**src/rtl/serial_pattern_tx.sv**
```systemverilog
`default_nettype none
// +--------------------------------------------------------------------------+
// | Module : serial_pattern_tx                                               |
// | Brief  : Accepts a parallel frame of up to WIDTH bits and shifts it out  |
// |          MSB-first on a registered serial line, followed by GAP idle     |
// |          cycles before the next frame can be accepted.                   |
// | Ports  : clk        - single clock, rising-edge                          |
// |          reset      - asynchronous, active-low reset                     |
// |          load_valid - upstream offers a frame                            |
// |          load_ready - high only in IDLE; frame taken when both high      |
// |          load_data  - frame payload (WIDTH bits)                         |
// |          load_len   - bits to send; 0 or >WIDTH means WIDTH              |
// |          x          - serial bit stream (0 whenever x_valid is 0)        |
// |          x_valid    - x carries a frame bit this cycle                   |
// |          frame_done - one-cycle pulse alongside the last bit of a frame  |
// | Rev    : 1.0 - initial release                                          |
// +--------------------------------------------------------------------------+
module serial_pattern_tx #(
   parameter int WIDTH = 8,
   parameter int GAP   = 2
) (
   input  logic                       clk,
   input  logic                       reset,
   input  logic                       load_valid,
   output logic                       load_ready,
   input  logic [WIDTH-1:0]           load_data,
   input  logic [$clog2(WIDTH+1)-1:0] load_len,
   output logic                       x,
   output logic                       x_valid,
   output logic                       frame_done
);

   localparam int LW = $clog2(WIDTH + 1);
   localparam int GW = (GAP > 0) ? $clog2(GAP + 1) : 1;

   localparam logic [LW-1:0] WIDTH_L  = LW'(WIDTH);
   localparam logic [LW-1:0] ONE_L    = LW'(1);
   localparam logic [GW-1:0] GONE_L   = GW'(1);
   localparam logic [GW-1:0] GAP_LAST = (GAP > 0) ? GW'(GAP - 1) : '0;

   typedef enum logic [1:0] {
      ST_IDLE = 2'd0,
      ST_SEND = 2'd1,
      ST_GAP  = 2'd2
   } state_t;

   state_t           state, state_nx;
   logic [WIDTH-1:0] data_q, data_nx;
   logic [LW-1:0]    idx_q, idx_nx;     // index of the bit currently on x
   logic [GW-1:0]    gap_q, gap_nx;     // idle cycles remaining minus one
   logic             x_nx, x_valid_nx, frame_done_nx;
   logic [LW-1:0]    len_eff;
   logic [WIDTH-1:0] shifted;

   // Zero and over-long lengths both mean a full-width frame.
   assign len_eff    = ((load_len == '0) || (load_len > WIDTH_L)) ? WIDTH_L : load_len;
   assign load_ready = (state == ST_IDLE);

   always_ff @(posedge clk or negedge reset) begin
      if (!reset) begin
         state      <= ST_IDLE;
         data_q     <= '0;
         idx_q      <= '0;
         gap_q      <= '0;
         x          <= 1'b0;
         x_valid    <= 1'b0;
         frame_done <= 1'b0;
      end else begin
         state      <= state_nx;
         data_q     <= data_nx;
         idx_q      <= idx_nx;
         gap_q      <= gap_nx;
         x          <= x_nx;
         x_valid    <= x_valid_nx;
         frame_done <= frame_done_nx;
      end
   end

   // The first bit is launched on the acceptance edge itself, so the serial
   // outputs lead the state by one cycle: idx_q names the bit already on x.
   always_comb begin
      state_nx      = state;
      data_nx       = data_q;
      idx_nx        = idx_q;
      gap_nx        = gap_q;
      x_nx          = 1'b0;
      x_valid_nx    = 1'b0;
      frame_done_nx = 1'b0;
      shifted       = '0;
      case (state)
         ST_IDLE: begin
            if (load_valid) begin
               shifted       = load_data >> (len_eff - ONE_L);
               state_nx      = ST_SEND;
               data_nx       = load_data;
               idx_nx        = len_eff - ONE_L;
               x_nx          = shifted[0];
               x_valid_nx    = 1'b1;
               frame_done_nx = (len_eff == ONE_L);
            end
         end
         ST_SEND: begin
            if (idx_q == '0) begin
               // Last bit is on the line this cycle.
               if (GAP > 0) begin
                  state_nx = ST_GAP;
                  gap_nx   = GAP_LAST;
               end else begin
                  state_nx = ST_IDLE;
               end
            end else begin
               shifted       = data_q >> (idx_q - ONE_L);
               idx_nx        = idx_q - ONE_L;
               x_nx          = shifted[0];
               x_valid_nx    = 1'b1;
               frame_done_nx = (idx_q == ONE_L);
            end
         end
         ST_GAP: begin
            if (gap_q == '0) begin
               state_nx = ST_IDLE;
            end else begin
               gap_nx = gap_q - GONE_L;
            end
         end
         default: begin
            state_nx = ST_IDLE;
         end
      endcase
   end

endmodule
`default_nettype wire

```
**config.mk**
```make
export PLATFORM = sky130hd
export DESIGN_NAME = serial_pattern_tx
export DESIGN_NICKNAME = d
export VERILOG_FILES = /design/src/rtl/serial_pattern_tx.sv
export SDC_FILE = /design/constraint.sdc
export NUM_CORES = 1
export LEC_CHECK = 0
export BUFFER_PORTS_ARGS = -buffer_cell sky130_fd_sc_hd__buf_2
export CAP_MARGIN = 5
export CORE_UTILIZATION = 29
export CTS_CLUSTER_DIAMETER = 40
export CTS_CLUSTER_SIZE = 40
export DETAILED_ROUTE_END_ITERATION = 8
export GPL_TIMING_DRIVEN = 0
export PLACE_DENSITY = 0.46
export SETUP_SLACK_MARGIN = 0.3
export SLEW_MARGIN = 25
export SYNTH_ARGS = -nofsm -noshare
export SYNTH_HDL_FRONTEND = slang
export SYNTH_SLANG_ARGS = --single-unit
```
**constraint.sdc**
```tcl
create_clock -name clk -period 2.6 [get_ports clk]
set_input_delay 0.39 -clock clk [delete_from_list [all_inputs] [get_ports clk]]
set_output_delay 0.39 -clock clk [all_outputs]
set_load 0.02 [all_outputs]
```
==> flow_summary.toml <==
[place]
port_buffers = 16
pre_cts_slack_ns = 0.6146
placed_cells = 180
gp_congestion = 0.7210
place_hpwl_um = 1747

[die]
fp.dieW_um = 63.02
ios = 19
die_h_um = 63.02
rows = 21
start_util_pct = 31.37
dieArea_um2 = 3972
placeableCoreArea_um2 = 3442

[sta]
finalMaxSlewViolations = 0
fmax_ghz = 0.5006
min_period_over_period_pct = 76.83
rsz0062_at_grt = "false"
worst_slew_pin_slew_ns = 0.4548
clock_skew_ns = 0.004353
relSlewSlack_pct = 69.68
setup_viol = 0
timing.final.ws_setup_ns = 0.6025
hold_viol_final = 0
fin_tns_setup_ns = 0
finalCriticalPeriod_ns = 1.997

[global_route]
grt_overflow = 0
grt_antenna_before_repair = 0
grt_pass1_vias = 883
grt_start_max_net_pins = 20
gr-usage-all-layers_pct = 13.26
grt_pass1_wl_um = 4112

[logic_synthesis]
synth_top_flop_cell = "dfrtp_1"
synth_edf_count = 0
synth_area_um2 = 1080
syn_inst = 118
synth_top_area_share_pct = 44.03
syn_nets = 136
ys_seq_area_share_pct = 44.03
yosys_warnings = 0
synth_top_area_cell = "dfrtp_1"
avgSynthCellArea_um2 = 9.151
ys_ff_latch = 19
synth_top_cells_by_area = "dfrtp_1 44%, nand2_1 11%, mux2i_1 4.6%"
ys_async_sr_fraction_pct = 100.0
synth_cell_types = 35

[critical_path]
r2r-start = "idx_q[0]"
critical_path.max_fanout = 7
required_ns = 2.78
path_class = "reg2reg"
startpoint_type = "flop"
startpoint = "idx_q[0]"
arrival_ns = 2.18
end_kind = "flop"

[detailed_routing]
route.vias.total = 854
viasPerCell = 4.641
ant_nets = 0
drc = 0
drt_wl_total_um = 2287
first_pass_iters = 4
drt_iter0_markers = 26
routedWlPerCell_um = 12.43

[cts]
clk_pin_slew_ns = 0.07
numCtsBuffers = 3
cts_htree_levels = 1
cts_resized = 0
clockBufferDepth = 2
hold_buffers = 0
cts_tree = "done"
worstSkewPairLatency_ns = 0.26
cts_setup_buffers = 0
cts.sinks = 19
root_buffer = "clkbuf_8"

[min_path]
min_path_type = "in2async"

[layout]
final_common_cell = "nand2_1"
mostFrequentLayoutCells = "32 x nand2_1, 19 x dfrtp_1, 17 x buf_2"
area_growth_pct = 16.92
drive_gt1_share_pct = 22.46
instances_no_fill = 184
fillers = 379
nets = 157
n_antenna_cell = 0

[outcome]
outcome = "complete, no violations"

[power]
p_total_uw = 1447
p_leak_uw = 0.0006276
ir_worst_vdd_mv = 0.3307
cellPowerDensity_nw_per_um2 = 1146

[run]
cap_violations = 0
==> synth_stat cells, types with 2 or more instances <==
| cell | count |
|---|---|
| a221o_2 | 2 |
| nor2_1 | 8 |
| a21oi_1 | 3 |
| ha_1 | 3 |
| nand3_1 | 4 |
| dfrtp_1 | 19 |
| mux2i_1 | 5 |
| inv_1 | 7 |
| buf_6 | 2 |
| nand2_1 | 32 |
| mux4_2 | 2 |
| clkbuf_1 | 2 |
| nor3b_1 | 2 |
| nor3_1 | 2 |
| a31oi_1 | 2 |
| o21ai_0 | 3 |
| xnor2_1 | 2 |
==> cell type report <==
| cell class | count | area [µm²] | area share (%) |
|---|---|---|---|
| inverter | 8 | 30.03 | 2.379 |
| tap | 46 | 57.56 | 4.559 |
| multi-input combinational | 85 | 531.8 | 42.12 |
| clock buffer | 4 | 45.04 | 3.568 |
| timing repair buffer | 16 | 80.08 | 6.343 |
| sequential | 19 | 475.5 | 37.66 |
| buffer | 6 | 42.54 | 3.370 |
==> power breakdown <==
group,switching [µW],total [µW],internal (µW)
clock network,101,211,109
registers,88.2,521,433
logic,388,715,327
==> sequential cells by signal (all words and copies together), names as in the netlist <==
register	count
idx_q	4
data_q	8
x_valid	1
x	1
gap_q	2
frame_done	1
state	2
==> per-layer routing <==
layer  global-route usage, %  part of all wire (%)  wire (µm)
met5                       0                     0          0
met4                   5.233                   1.6         36
met3                   2.190                   3.5         80
met2                   20.83                    45       1022
met1                   17.95                    50       1148
==> path summary, 6_finish.rpt <==
path                              end  slack [ns]  cells past startpoint
max                          idx_q[0]        0.60                      8
min                        frame_done        0.07                      1
max reg2reg                  idx_q[0]        0.60                      8
min reg2reg                 data_q[3]        0.48                      2
max in group asynchronous    idx_q[2]        2.22                      1
min in group clk            data_q[0]        0.33                      3
==> metrics by stage <==
step                hold WS, ns  cell area (µm²)  util, %
floorplan               0.09441             1080        -
global placement         0.3504             1217    35.37
detailed placement       0.3678             1217    35.37
CTS                     0.08220             1262    36.68
global route            0.08720             1262    36.68
finish                  0.06843             1262    36.68
==> critical path, cell delays in order (launching register included) <==
cell and delay, ns:
dfrtp_1 0.40, buf_6 0.15, inv_1 0.05, ha_1 0.28, or3b_1 0.40, a21oi_2 0.28
inv_2 0.09, mux2i_1 0.13, a31oi_1 0.14
==> logic make-up after synthesis <==
group                      Yosys count  synth area share (%)
DFF                                 19                 44.03
muxes                                7                 8.806
AOI/OAI and AO/OA                   18                 12.17
buffers and inverters               14                 6.721
xor gates and xnor gates             3                 2.434
adders and majority gates            3                 3.477
and+or+nand+nor                     54                 22.37
Note: power is estimated with default switching activity, not from simulation.
